<file path="config.mk">
export PLATFORM = sky130hd
export DESIGN_NAME = seq_divider_flat
export DESIGN_NICKNAME = d
export VERILOG_FILES = /design/src/rtl/seq_divider_pkg.sv /design/src/rtl/div_if.sv /design/src/rtl/seq_divider_step.sv /design/src/rtl/seq_divider.sv /design/src/flat_wrapper.sv
export SDC_FILE = /design/constraint.sdc
export NUM_CORES = 1
export LEC_CHECK = 0
export CAP_MARGIN = 20
export CORE_MARGIN = 5
export CORE_UTILIZATION = 51
export DETAILED_ROUTE_END_ITERATION = 8
export PLACE_DENSITY_LB_ADDON = 0.12
export SLEW_MARGIN = 40
export SYNTH_ARGS = -nofsm -noshare
export SYNTH_HDL_FRONTEND = slang
export SYNTH_SLANG_ARGS = --single-unit
</file>
<file path="constraint.sdc">
create_clock -name clk -period 2.25 [get_ports clk]
set_input_delay 0.45 -clock clk [delete_from_list [all_inputs] [get_ports clk]]
set_output_delay 0.45 -clock clk [all_outputs]
set_load 0.005 [all_outputs]
</file>
<file path="src/rtl/seq_divider_pkg.sv">
// Shared definitions for the sequential divider: FSM encoding, default width
// and the quotient reported on a divide by zero.
package seq_divider_pkg;

  localparam int WIDTH_DEF = 16;

  typedef enum logic [1:0] {
    ST_IDLE = 2'b00,
    ST_RUN  = 2'b01,
    ST_FIX  = 2'b10,
    ST_DONE = 2'b11
  } state_t;

  localparam logic [WIDTH_DEF-1:0] DBZ_QUOTIENT = '1;

endpackage

</file>
<file path="src/rtl/div_if.sv">
// Start/done handshake between the execute stage and the sequential divider.
interface div_if #(
  parameter int WIDTH = 16
);
  logic             start;
  logic             is_signed;
  logic [WIDTH-1:0] dividend;
  logic [WIDTH-1:0] divisor;
  logic             busy;
  logic             done;
  logic [WIDTH-1:0] quotient;
  logic [WIDTH-1:0] remainder;
  logic             div_by_zero;

  modport master (
    output start, is_signed, dividend, divisor,
    input  busy, done, quotient, remainder, div_by_zero
  );

  modport slave (
    input  start, is_signed, dividend, divisor,
    output busy, done, quotient, remainder, div_by_zero
  );
endinterface

</file>
<file path="src/rtl/seq_divider_step.sv">
// One restoring shift-subtract iteration: shifts the next dividend bit into the
// partial remainder and produces one quotient bit.
module seq_divider_step #(
  parameter int WIDTH = 16
) (
  input  logic [WIDTH-1:0] rem,
  input  logic [WIDTH-1:0] quo,
  input  logic [WIDTH-1:0] dvs,
  output logic [WIDTH-1:0] rem_next,
  output logic [WIDTH-1:0] quo_next
);
  logic [WIDTH:0]   rem_shift;
  logic [WIDTH-1:0] trial;
  logic             fits;

  // rem < dvs on entry, so the shifted value is < 2*dvs and a successful
  // trial subtract always fits back into WIDTH bits.
  assign rem_shift = {rem, quo[WIDTH-1]};
  assign fits      = rem_shift >= {1'b0, dvs};
  assign trial     = rem_shift[WIDTH-1:0] - dvs;
  assign rem_next  = fits ? trial : rem_shift[WIDTH-1:0];
  assign quo_next  = {quo[WIDTH-2:0], fits};
endmodule

</file>
<file path="src/rtl/seq_divider.sv">
// Multi-cycle radix-2 restoring divider, signed (truncating) or unsigned,
// one quotient bit per cycle with a final sign fix-up cycle.
module seq_divider
  import seq_divider_pkg::*;
#(
  parameter int WIDTH = WIDTH_DEF,
  parameter int CNT_W = 5
) (
  input  logic clk,
  input  logic rst_n,
  div_if.slave bus
);
  state_t           state;
  logic [CNT_W-1:0] cnt;
  logic             neg_a;
  logic             neg_b;
  logic [WIDTH-1:0] dvs_mag;
  logic [WIDTH-1:0] rem_q;
  logic [WIDTH-1:0] quo_q;
  logic [WIDTH-1:0] rem_nxt;
  logic [WIDTH-1:0] quo_nxt;
  logic             busy_q;
  logic             done_q;
  logic             dbz_q;
  logic [WIDTH-1:0] quotient_q;
  logic [WIDTH-1:0] remainder_q;
  logic             a_neg_in;
  logic             b_neg_in;

  assign a_neg_in = bus.is_signed & bus.dividend[WIDTH-1];
  assign b_neg_in = bus.is_signed & bus.divisor[WIDTH-1];

  seq_divider_step #(.WIDTH(WIDTH)) u_step (
    .rem      (rem_q),
    .quo      (quo_q),
    .dvs      (dvs_mag),
    .rem_next (rem_nxt),
    .quo_next (quo_nxt)
  );

  // NOTE: all state uses non-blocking assignments so every register samples
  // the pre-edge values of the others, matching the hardware it infers.
  always_ff @(posedge clk or negedge rst_n) begin
    if (!rst_n) begin
      state       <= ST_IDLE;
      cnt         <= '0;
      neg_a       <= 1'b0;
      neg_b       <= 1'b0;
      dvs_mag     <= '0;
      rem_q       <= '0;
      quo_q       <= '0;
      busy_q      <= 1'b0;
      done_q      <= 1'b0;
      dbz_q       <= 1'b0;
      quotient_q  <= '0;
      remainder_q <= '0;
    end else begin
      case (state)
        ST_IDLE: begin
          done_q <= 1'b0;
          if (bus.start) begin
            neg_a   <= a_neg_in;
            neg_b   <= b_neg_in;
            dvs_mag <= b_neg_in ? -bus.divisor : bus.divisor;
            rem_q   <= '0;
            cnt     <= '0;
            busy_q  <= 1'b1;
            if (bus.divisor == '0) begin
              // The zero path reports the raw dividend, so park it unmodified.
              quo_q <= bus.dividend;
              state <= ST_DONE;
            end else begin
              quo_q <= a_neg_in ? -bus.dividend : bus.dividend;
              state <= ST_RUN;
            end
          end else begin
            busy_q <= 1'b0;
          end
        end
        ST_RUN: begin
          rem_q <= rem_nxt;
          quo_q <= quo_nxt;
          cnt   <= cnt + 1'b1;
          if (cnt == CNT_W'(WIDTH - 1)) state <= ST_FIX;
        end
        ST_FIX: begin
          quotient_q  <= (neg_a ^ neg_b) ? -quo_q : quo_q;
          remainder_q <= neg_a ? -rem_q : rem_q;
          dbz_q       <= 1'b0;
          done_q      <= 1'b1;
          state       <= ST_IDLE;
        end
        ST_DONE: begin
          quotient_q  <= WIDTH'(DBZ_QUOTIENT);
          remainder_q <= quo_q;
          dbz_q       <= 1'b1;
          done_q      <= 1'b1;
          state       <= ST_IDLE;
        end
        default: state <= ST_IDLE;
      endcase
    end
  end

  assign bus.busy        = busy_q;
  assign bus.done        = done_q;
  assign bus.div_by_zero = dbz_q;
  assign bus.quotient    = quotient_q;
  assign bus.remainder   = remainder_q;
endmodule
</file>
<file path="src/flat_wrapper.sv">
// flat-port wrapper written by rule: the top's interface ports become plain ports
module seq_divider_flat import seq_divider_pkg::*;
#(
  parameter int WIDTH = WIDTH_DEF,
  parameter int CNT_W = 5
)
  (clk, rst_n, bus_start, bus_is_signed, bus_dividend, bus_divisor, bus_busy, bus_done, bus_quotient, bus_remainder, bus_div_by_zero);
  div_if #(.WIDTH(WIDTH)) bus_i ();
  input  logic clk;
  input  logic rst_n;
  input wire logic [$bits(bus_i.start)-1:0] bus_start;
  input wire logic [$bits(bus_i.is_signed)-1:0] bus_is_signed;
  input wire logic [$bits(bus_i.dividend)-1:0] bus_dividend;
  input wire logic [$bits(bus_i.divisor)-1:0] bus_divisor;
  output wire logic [$bits(bus_i.busy)-1:0] bus_busy;
  output wire logic [$bits(bus_i.done)-1:0] bus_done;
  output wire logic [$bits(bus_i.quotient)-1:0] bus_quotient;
  output wire logic [$bits(bus_i.remainder)-1:0] bus_remainder;
  output wire logic [$bits(bus_i.div_by_zero)-1:0] bus_div_by_zero;
  assign bus_i.start = bus_start;
  assign bus_i.is_signed = bus_is_signed;
  assign bus_i.dividend = bus_dividend;
  assign bus_i.divisor = bus_divisor;
  assign bus_busy = bus_i.busy;
  assign bus_done = bus_i.done;
  assign bus_quotient = bus_i.quotient;
  assign bus_remainder = bus_i.remainder;
  assign bus_div_by_zero = bus_i.div_by_zero;
  seq_divider #(.WIDTH(WIDTH), .CNT_W(CNT_W)) u_core (.clk(clk), .rst_n(rst_n), .bus(bus_i));
endmodule
</file>
======== After elaboration in Yosys (flattened, before gate mapping) ========
Cells that the tools add are included.
storage, ports and cells
  flip-flop bits (word level) ............. 92
  word-level logic and storage cells ...... 58
operators by class
  $add $sub $neg .......................... 6
  $lt $le $gt $ge ......................... 1
  eq/ne operators ......................... 6
  multiplexer cells ....................... 21
  bitwise operators ....................... 3
  reduce and logical (&&, ||, !) cells .... 9
operators with widths
  cell                                                                    number
  16-bit two-way mux                                                      8
  16-bit case mux with 2 select lines                                     4
  16-bit negation                                                         4
  17-bit by 16-bit greater-or-equal comparator with 1-bit output          1
  16-bit logical NOT                                                      1
  16-bit subtractor                                                       1
  5-bit case mux with 2 select lines                                      1
  2-bit two-way mux                                                       3
  2-bit case mux with 3 select lines                                      1
  2-bit AND reduction                                                     3
  2-bit nonzero test                                                      3
  5-bit by 1-bit adder with 5-bit output (second input constant)          1
  5-bit by 4-bit equality test with 1-bit output (second input constant)  1
  5-bit two-way mux                                                       1
  2-bit equality test (second input constant)                             2
  1-bit case mux with 2 select lines                                      2
  1-bit AND                                                               2
  2-bit by 1-bit equality test with 1-bit output (second input constant)  1
  2-bit logical NOT                                                       1
  2-bit by 1-bit != test with 1-bit output (second input constant)        1
  2-bit != test (second input constant)                                   1
  2-bit OR reduction                                                      1
  1-bit two-way mux                                                       1
  1-bit XOR                                                               1

======== Logic depth before layout (Yosys ltp) ========
Gate-level depths: netlist of run 1.
  word-level depth ........................ 5
  mapped depth ............................ 12
  mapped depth without buffers ............ 11

======== Modules after synthesis ========
From an unflattened synthesis of run 1, not the netlist that was laid out.
second synthesis, totals
  cell total of the unflattened synthesis .. 736
  area, all modules ....................... 6281.0 µm²
modules (own cells, without submodules)
  module            instances  cells each  area an instance (µm²)  sequential area each (µm²)
  seq_divider       1          564         4996.0                  2302.2
  seq_divider_step  1          172         1285.0                  0.0

======== Worst setup path after synthesis of run 1 ========
OpenSTA, ideal clock, no wires.
  path kind ............................... flip-flop to flip-flop
  start point ............................. reg u_core.rem_q[3]
  end point ............................... reg u_core.rem_q[13]
  library setup time ...................... 0.133 ns
  arrival ................................. 2.280 ns
  required time ........................... 2.117 ns
  setup slack ............................. -0.163 ns
  stages on the path, launching flop included .. 11
  buffers on the path ..................... 2
  clock period less this slack ............ 2.413 ns
  path through ............................ dfrtp_1 -> ha_1 -> a21o_1 -> a31oi_1 -> a21oi_1 -> o21ai_0 -> a21o_1 -> buf_2 -> buf_2 -> mux2i_1 -> o21ai_0
between the ends
  longest elaborated chain between the ends .. 3
  elaborated cells on any way between the ends .. 4
ends and longest elaborated chain
  item                                                                                                        RTL line                                        source
  from (decl)                                                                                                 seq_divider.sv:18                               logic [WIDTH-1:0] rem_q;
  from (signal assigned)                                                                                      seq_divider.sv:81                               rem_q <= rem_nxt;
  16-bit subtractor / 17-bit by 16-bit greater-or-equal comparator with 1-bit output (equally long branches)  seq_divider_step.sv:20, seq_divider_step.sv:19
  16-bit two-way mux (*)                                                                                      seq_divider_step.sv:21                          assign rem_next = fits ? trial : rem_shift[WIDTH-1:0];
  16-bit case mux with 2 select lines (*)                                                                     seq_divider.sv:58                               case (state)
Mark *: on every way between the ends. The rest lies on a longest branch, timed or not.
A chain may end at the register's enable or synchronous reset.

======== Worst setup path in the final report of run 1 ========
  start point ............................. reg u_core.rem_q[8]
  end point ............................... reg u_core.remainder_q[15], in the netlist u_core.bus.remainder[15]
between the ends
  longest elaborated chain between the ends .. 3
ends and longest elaborated chain
  item                                 RTL line           source
  16-bit negation                      seq_divider.sv:88  remainder_q <= neg_a ? -rem_q : rem_q;
  16-bit two-way mux                   seq_divider.sv:88
  16-bit case mux with 2 select lines  seq_divider.sv:58
  to (signal assigned)                 seq_divider.sv:88
  to (signal assigned)                 seq_divider.sv:95  remainder_q <= quo_q;
  to (decl)                            seq_divider.sv:26  logic [WIDTH-1:0] remainder_q;
No other way between the ends.

==> flow_results.org, run 1 <==
** Global routing
- Pin count of the biggest net entering global routing :: 49
- Number of global-route vias before repair :: 5617
- Global routing finished with a remaining overflow of 0.
- Number of antenna violations at the first check in global routing :: 0
- The first global-routing pass estimated 27.3 mm of wire.
- Global routing consumed, over all layers together, 25.3% of the routing resources.

** Drt
- For this run, design rule violations remaining after detail routing come to 0.
- The detailed router finished its first iteration with 315 violations.
- Number of vias per cell after detailed routing :: 5.69
- Routed WL per cell :: 17.1 um
- Detailed-router iteration count before antenna repair :: 5
- Summed over all layers, the routed wires come to 16.8 mm.
- Post-route ant nets :: 0
- Via count of the routed design :: 5575

** Setup path
- Nature of the critical path startpoint :: register
- The most critical setup path has its startpoint at u_core.rem_q[8].
- Biggest fanout along the worst timing path :: 4
- In this run the critical register-to-register path is captured at u_core.bus.remainder[15].
- The worst register-to-register path has a setup slack of -110 ps.
- Data arrival time at the worst-slack endpoint :: 2600 ps
- Crit. End Element :: register
- The worst register-to-register path begins at u_core.rem_q[8].
- The critical path is of the reg -> reg type.
- Depth of the worst register-to-register path :: 6
- At the worst endpoint, the required time is 2490 ps.

** Power and ir drop
- For this design the static power due to leakage is 3.52 nW.
- Power per unit of standard cell area :: 1620 nW/um2
- Worst vdd ir :: 740 uV

** Clock network
- TritonCTS built the clock tree.
- Clock Latency Late Sink :: 350 ps
- Depth of the CTS H-tree :: 3
- Deepest clock path buffer count :: 2
- CTS placed an instance of clkbuf_16 at the clock tree root.
- After clock tree synthesis, the clock-pin slew on the worst setup and hold paths is 70 ps.
- Counting every sink on the clock net gives 92.
- TritonCTS created 9 clock buffers.

** STA
- Relative max-transition margin :: 55.6%
- Setup violations remaining at the end of the flow were counted as 9.
- Dividing the final minimum period by the clock period gives 105%.
- Final hold violations :: 0
- Summed over all failing endpoints, the final setup total negative slack is -439 ps.
- Max-slew violations :: 0
- Setup ws final :: -109 ps
- Clock Skews :: 8.84 ps
- Tightest Pin Transition :: 666 ps
- Subtracting the final worst setup slack from the clock period gives 2360 ps.
- Maximum frequency from static timing analysis :: 424 MHz
- On the final layout, the worst hold slack is 131 ps.
- Setup repair after global routing missed its margin :: yes

** Final layout
- Number of diodes added for antenna fixing :: 0
- Growth of design area from synthesis to finish :: 36.4%
- The post-route netlist has 21.5% of its cells at a drive strength greater than 1.
- Summed area of non-filler cells in the final layout :: 7950 um2
- Count of nets after finishing :: 892

** Placement
- Placed cell areas :: 7310 um2
- Number of port buffers :: 70
- Detailed placement finished with a half-perimeter wire length of 12.5 mm.
- Final RePlAce weighted congestion :: 0.923

** Synthesis
- Ys flop type :: dfrtp_1
- The netlist uses 53 different library cells.
- For this run, the number of Yosys warnings is 0.
- Top post-synthesis cells by count :: 92 x dfrtp_1, 79 x o21ai_0, 74 x nand2_1
- Synthesized area per cell :: 8.53 um2
- Total nets after synthesis :: 742
- Of the synthesized area, sequential elements account for 39.5%.
- Most frequent cell after synthesis :: dfrtp_1
- In this run, synthesis produced a sequential element count of 92.
- Summed over its instances, the top area cell type makes up 39.5% of the synthesized netlist area.
- Synthesis produced 683 cells.
- Area leader, netlist :: dfrtp_1
- The cell area that synthesis handed to floorplanning was 5830 um2.
- The synthesized design contains 0 enable-type register cells.
- Largest cells by area after synthesis :: dfrtp_1 40%, o21ai_0 6.8%, xnor2_1 6.2%, nand2_1 4.8%, ha_1 4.7%
- Share of synthesized registers carrying an async set or reset :: 100%

** Outcome
- The final reports fail on negative setup slack.
- The run finished, with violations left.

** Floorplanning
- In this run the standard cell core region covers 11300 um2.
- In this run the core area contains 39 standard-cell rows.
- Vert. Die Dim :: 117 um
- Initial cell density of the core :: 51.5%
- From left edge to right edge, the die measures 117 um.
- Pin placement for this block handled 71 I/O pins.
- The die covers 13700 um2.

** Min path
- The path class of the tightest hold or removal check is in -> async.

** Flow run
- Total of max-cap violations :: 0
[layer usage]
metal / vias up / share of wire [%] / track usage [%]
met5: - / 0 / 0
met4: 0 / 3.0 / 10.9
met3: 40 / 6.2 / 4.47
met2: 202 / 47 / 40.9
met1: 2650 / 43 / 33.5
li1: 2683 / - / -
[worst max-delay path by stage]
| stage | to | slack [ps] | depth (start not counted) |
|---|---|---|---|
| 6_report | u_core.bus.remainder[15] | -110 | 6 |
| 5_1_grt | u_core.rem_q[15] | -150 | 10 |
| 4_1_cts | u_core.bus.remainder[15] | -100 | 6 |
| 3_5_place_dp | u_core.quo_q[2] | -560 | 10 |
| 3_3_place_gp | u_core.quo_q[11] | -450 | 10 |
| 2_1_floorplan | u_core.bus.remainder[15] | -6 | 6 |
[logic make-up after synthesis]
family	count (synthesis)	synth area share, %
buf+inv	75	4.87
compound gates	194	19.9
flops	92	39.5
mux	20	3.61
fa+ha+maj	23	5.07
simple gates	210	16.6
xor+xnor	69	10.4
[what timing repair did]
action / CTS / global route
endpoints found under the setup margin: 32 / 36
hold buffers: 0 / 0
endpoints found under the hold margin: 0 / 0
pin swaps: 9 / 25
cloned: 0 / 1
setup buffers: 6 / 11
gates resized for setup: 26 / 37
[power breakdown]
group	switching (mW)	leakage, nW	internal [mW]
combinational	4.06	2.30	4.11
clock	0.632	0.138	0.884
sequential	0.726	1.08	2.43
[layout make-up]
cell class,count,area [um2]
clock buffers,11,243
clock inverters,3,46.3
fillers,870,3370
inverters,35,131
multi-input cells,517,3490
flip-flops and latches,92,2300
well taps,143,179
repair buffers,178,1550
[worst max-delay path, stage by stage, from the launching register on]
cell	delay, ps
dfrtp_2	450
or4_4	530
or3_4	340
or3_4	360
o31ai_4	180
xnor2_1	90
a221o_1	290
[cells in the final DEF, fill, tap and decap left out, types with 4 or more instances in the layout]
master,Yosys,layout
clkbuf_16,0,9
ha_4,0,5
dfrtp_1,92,90
inv_1,35,30
a31oi_1,11,10
a21o_1,8,7
xnor2_1,41,39
ha_1,22,17
nor2_1,59,58
o22ai_1,4,4
xor2_1,28,28
mux2_2,8,8
buf_4,0,103
or3_1,7,6
nand4_1,5,5
nor2b_1,8,8
nor3_1,13,9
o31ai_1,9,8
o21ai_0,79,69
mux2i_1,12,12
o21ai_1,0,7
and3_1,15,13
buf_6,0,4
and2_1,4,4
nor4_1,5,5
a221o_1,5,5
nand2_1,74,73
clkdlybuf4s50_1,0,67
a21oi_2,0,6
inv_2,0,5
nand3_1,9,9
a21oi_1,50,44
[sequential cells by signal, summed over array words and instances, names as in the netlist, 2 cells and up]
name	flops
u_core.cnt	5
u_core.bus.remainder	16
u_core.state	2
u_core.dvs_mag	16
u_core.quo_q	16
u_core.rem_q	16
u_core.bus.quotient	16
[through the flow]
step / std cells / power, mW / setup slack, ps / utilization [%]
6_report: 979 / 12.8 / -109 / 70.2
5_1_grt: 979 / 13.8 / -150 / 70.2
4_1_cts: 968 / 12.4 / -103 / 68.2
3_5_place_dp: 948 / 10.5 / -562 / 64.6
3_3_place_gp: 948 / 10.2 / -449 / 64.6
2_1_floorplan: 683 / 7.68 / -6.29 / -
Note: power is estimated with default switching activity, not from simulation.
==> inputs of run 2 (changes only) <==
ABC_AREA = 1   (was not set)
CORE_UTILIZATION = 52   (was 51)
REMOVE_ABC_BUFFERS = 1   (was not set)
==> flow_results.org, run 2 <==
** Floorplanning
- Placeable core area :: 12700 um2
- The floorplan has 41 rows.
- The die is 124 um wide.
- The floorplan step defined a die boundary enclosing 15500 um2.
- Pin placement for this block handled 71 I/O pins.
- From bottom edge to top edge, the die measures 124 um.
- Initial cell density of the core :: 53.4%

** Synthesis
- Yosys printed 0 warnings.
- Summing the sequential cell areas from Yosys gives 33.9% of the chip area.
- Ys flop type :: dfrtp_1
- The number of different library cells used by synthesis comes to 42.
- Cell count after synthesis :: 1036
- Each instance of the synthesized netlist takes up on average 6.56 um2.
- The top cell type by area accounts for 33.9% of the synthesized area.
- By instance count, the leading cell after synthesis is nand2_1.
- Of all flip-flops after synthesis, the portion carrying an async set or reset was 100%.
- Area leader, netlist :: dfrtp_1
- Count of flip-flops with a built-in enable after synthesis :: 0
- Yosys reg bits :: 92
- Top post-synthesis cells by count :: 336 x nand2_1, 138 x inv_1, 114 x nand3_1
- Largest cells by area after synthesis :: dfrtp_1 34%, nand2_1 19%, nand3_1 8.4%, inv_1 7.6%, nor2_1 5.1%
- Area of the mapped netlist :: 6800 um2

** Drt
- For this block, the via count after detailed routing is 6944.
- Routed WL per cell :: 14.2 um
- Detailed Route WL :: 18.6 mm
- Number of vias per cell after detailed routing :: 5.31
- Detailed-router iteration count before antenna repair :: 6
- After detailed routing, the number of remaining DRC violations is 0.
- In this run, the number of DRC markers left after iteration 0 of detailed routing was 491.
- Post-route ant nets :: 0

** Setup path
- The most numerous cell type found on the critical path is nand2_1.
- Crit. End Element :: register
- Maximum cell stage delay along the critical path :: 460 ps
- STA classifies the critical path startpoint as a register.
- For this design, the slowest cell found on the critical path is dfrtp_1.
- Data arrives at the worst endpoint at 2290 ps.
- At the worst endpoint, the required time is 2480 ps.
- Biggest fanout along the worst timing path :: 13
- The critical path goes through ha_1 > nand2_1 > nand2_1 > a21oi_2 > nand3_2 > nand2_2 > nand2_4 > nand2_8 > nand2_1 > nand3_1 > nand2_1.
- Class of the most critical setup path :: reg -> reg

** Clock network
- Hold repair after CTS inserted 0 buffers.
- The clock passes through at most 2 buffers.
- The tree built by TritonCTS fans out to 92 sinks.
- Clock Latency Late Sink :: 350 ps
- Worst-path clk slew :: 60 ps
- Counting the buffers created by CTS gives 9.
- Root buffer cell :: clkbuf_16
- TritonCTS built the clock tree.
- The H-tree generated during clock tree synthesis spans 3 levels.

** STA
- Worst Hold Margin :: 75.9 ps
- Relative max-transition margin :: 59.7%
- The worst path uses 91.4% of the clock period.
- Setup violations remaining at the end of the flow were counted as 0.
- Summed over all failing endpoints, the final setup total negative slack is 0 ps.
- Setup slack on the critical path of the routed design comes to 193 ps.
- Shortest period the worst path allows :: 2060 ps
- Clock Skews :: 10.1 ps
- Tightest Pin Transition :: 603 ps
- Setup repair after global routing missed its margin :: no
- Max-slew violations :: 0
- Maximum frequency from static timing analysis :: 486 MHz
- Final hold violations :: 0

** Placement
- DP Worst Slack :: -31.9 ps
- The number of placed instances, taps included, is 1291.
- The wire-length estimate of the detail-placed layout is 14.7 mm.
- Final RePlAce weighted congestion :: 0.936
- Number of port buffers :: 70

** Power and ir drop
- The design draws 13.4 mW.
- Power per unit of standard cell area :: 1620 nW/um2
- Worst vdd ir :: 584 uV
- Leakage power figure :: 4.18 nW

** Final layout
- The layout has 1233 filler cells.
- Growth of design area from synthesis to finish :: 21.7%
- The library cell used most frequently in the layout, excluding fill and tap cells, is nand2_1.
- Share of layout cells above drive strength 1 :: 9.77%
- Number of diodes added for antenna fixing :: 0
- Number of standard cells in the layout, taps in and fillers out :: 1308
- Most frequent cells in the layout :: 336 x nand2_1, 138 x inv_1, 113 x nand3_1, 92 x dfrtp_1, 91 x nor2_1
- Count of nets after finishing :: 1190

** Global routing
- Total congestion overflow after global routing :: 0
- The first global-routing pass estimated 31.3 mm of wire.
- GR Util All Layers :: 24.4%
- The number of antenna violations at the first check in global routing came to 0.
- Pin count of the biggest net entering global routing :: 41
- The number of global-route vias before repair is 6292.

** Min path
- The min-delay analysis places its worst path in the category in -> async.

** Outcome
- Run status :: finished clean

** Flow run
- Across the run, the number of max-cap violations was 0.
[run 2: final cells by class]
| type | instances | area, um2 | share of cell area, % |
|---|---|---|---|
| well taps | 172 | 215 | 2.60 |
| multi-input cells | 771 | 3830 | 46.3 |
| inverters | 143 | 537 | 6.49 |
| repair buffers | 114 | 1050 | 12.7 |
| clock inverters | 5 | 81.3 | 0.983 |
| flip-flops and latches | 92 | 2300 | 27.8 |
| clock buffers | 11 | 253 | 3.05 |
[run 2: logic make-up (layout without fill, tap and decap cells)]
group / Yosys count / in the layout / synth area share, %
and+or+nand+nor: 620 / 620 / 40.2
muxes: 1 / 1 / 0.147
xor gates and xnor gates: 15 / 15 / 1.93
buffers and inverters: 173 / 273 / 10.0
DFF: 92 / 92 / 33.9
AOI/OAI and AO/OA: 112 / 112 / 9.46
adders and majority gates: 23 / 23 / 4.34
[run 2: timing repair]
item,4_1_cts,5_1_grt
gates resized for setup,0,3
endpoints found under the hold margin,0,0
setup buffers,0,1
endpoints found under the setup margin,0,15
[run 2: critical path: cells and delay by family, from the launching register on]
| family | cells | cell delay, ps |
|---|---|---|
| DFF | 1 | 460 |
| adders and majority gates | 1 | 400 |
| and+or+nand+nor | 9 | 850 |
| AOI/OAI and AO/OA | 1 | 230 |
[run 2: path summary, 6_finish.rpt]
kind                       cells past startpoint                 to  slack [ps]             from
setup / recovery                              11    u_core.rem_q[2]         190  u_core.rem_q[5]
hold / removal                                 1  u_core.dvs_mag[2]          80            rst_n
setup reg to reg                              11    u_core.rem_q[2]         190  u_core.rem_q[5]
hold reg to reg                                2    u_core.bus.done         480  u_core.bus.done
max in group asynchronous                      2    u_core.rem_q[4]        1540            rst_n
min in group clk                               2    u_core.bus.done         480  u_core.bus.done
[run 2: routing by layer]
layer | up-vias | GRT usage [%] | part of all wire, %
li1 | 3527 | - | -
met1 | 3191 | 36.2 | 49
met2 | 202 | 37.5 | 44
met3 | 24 | 3.95 | 6.1
met4 | 0 | 5.54 | 1.3
met5 | - | 0 | 0
[run 2: per-stage QoR]
step	area, um2	util (%)
6_report	8270	65.0
5_1_grt	8270	65.0
4_1_cts	8250	64.8
3_5_place_dp	7920	62.2
3_3_place_gp	7920	62.2
2_1_floorplan	6650	-
[run 2: where the power goes]
group          leakage, nW  internal (mW)  switching [mW]  total (mW)
Clock                0.162           1.04           0.655        1.69
Combinational         2.91           3.37            5.19        8.55
Sequential            1.10           2.47           0.728        3.19
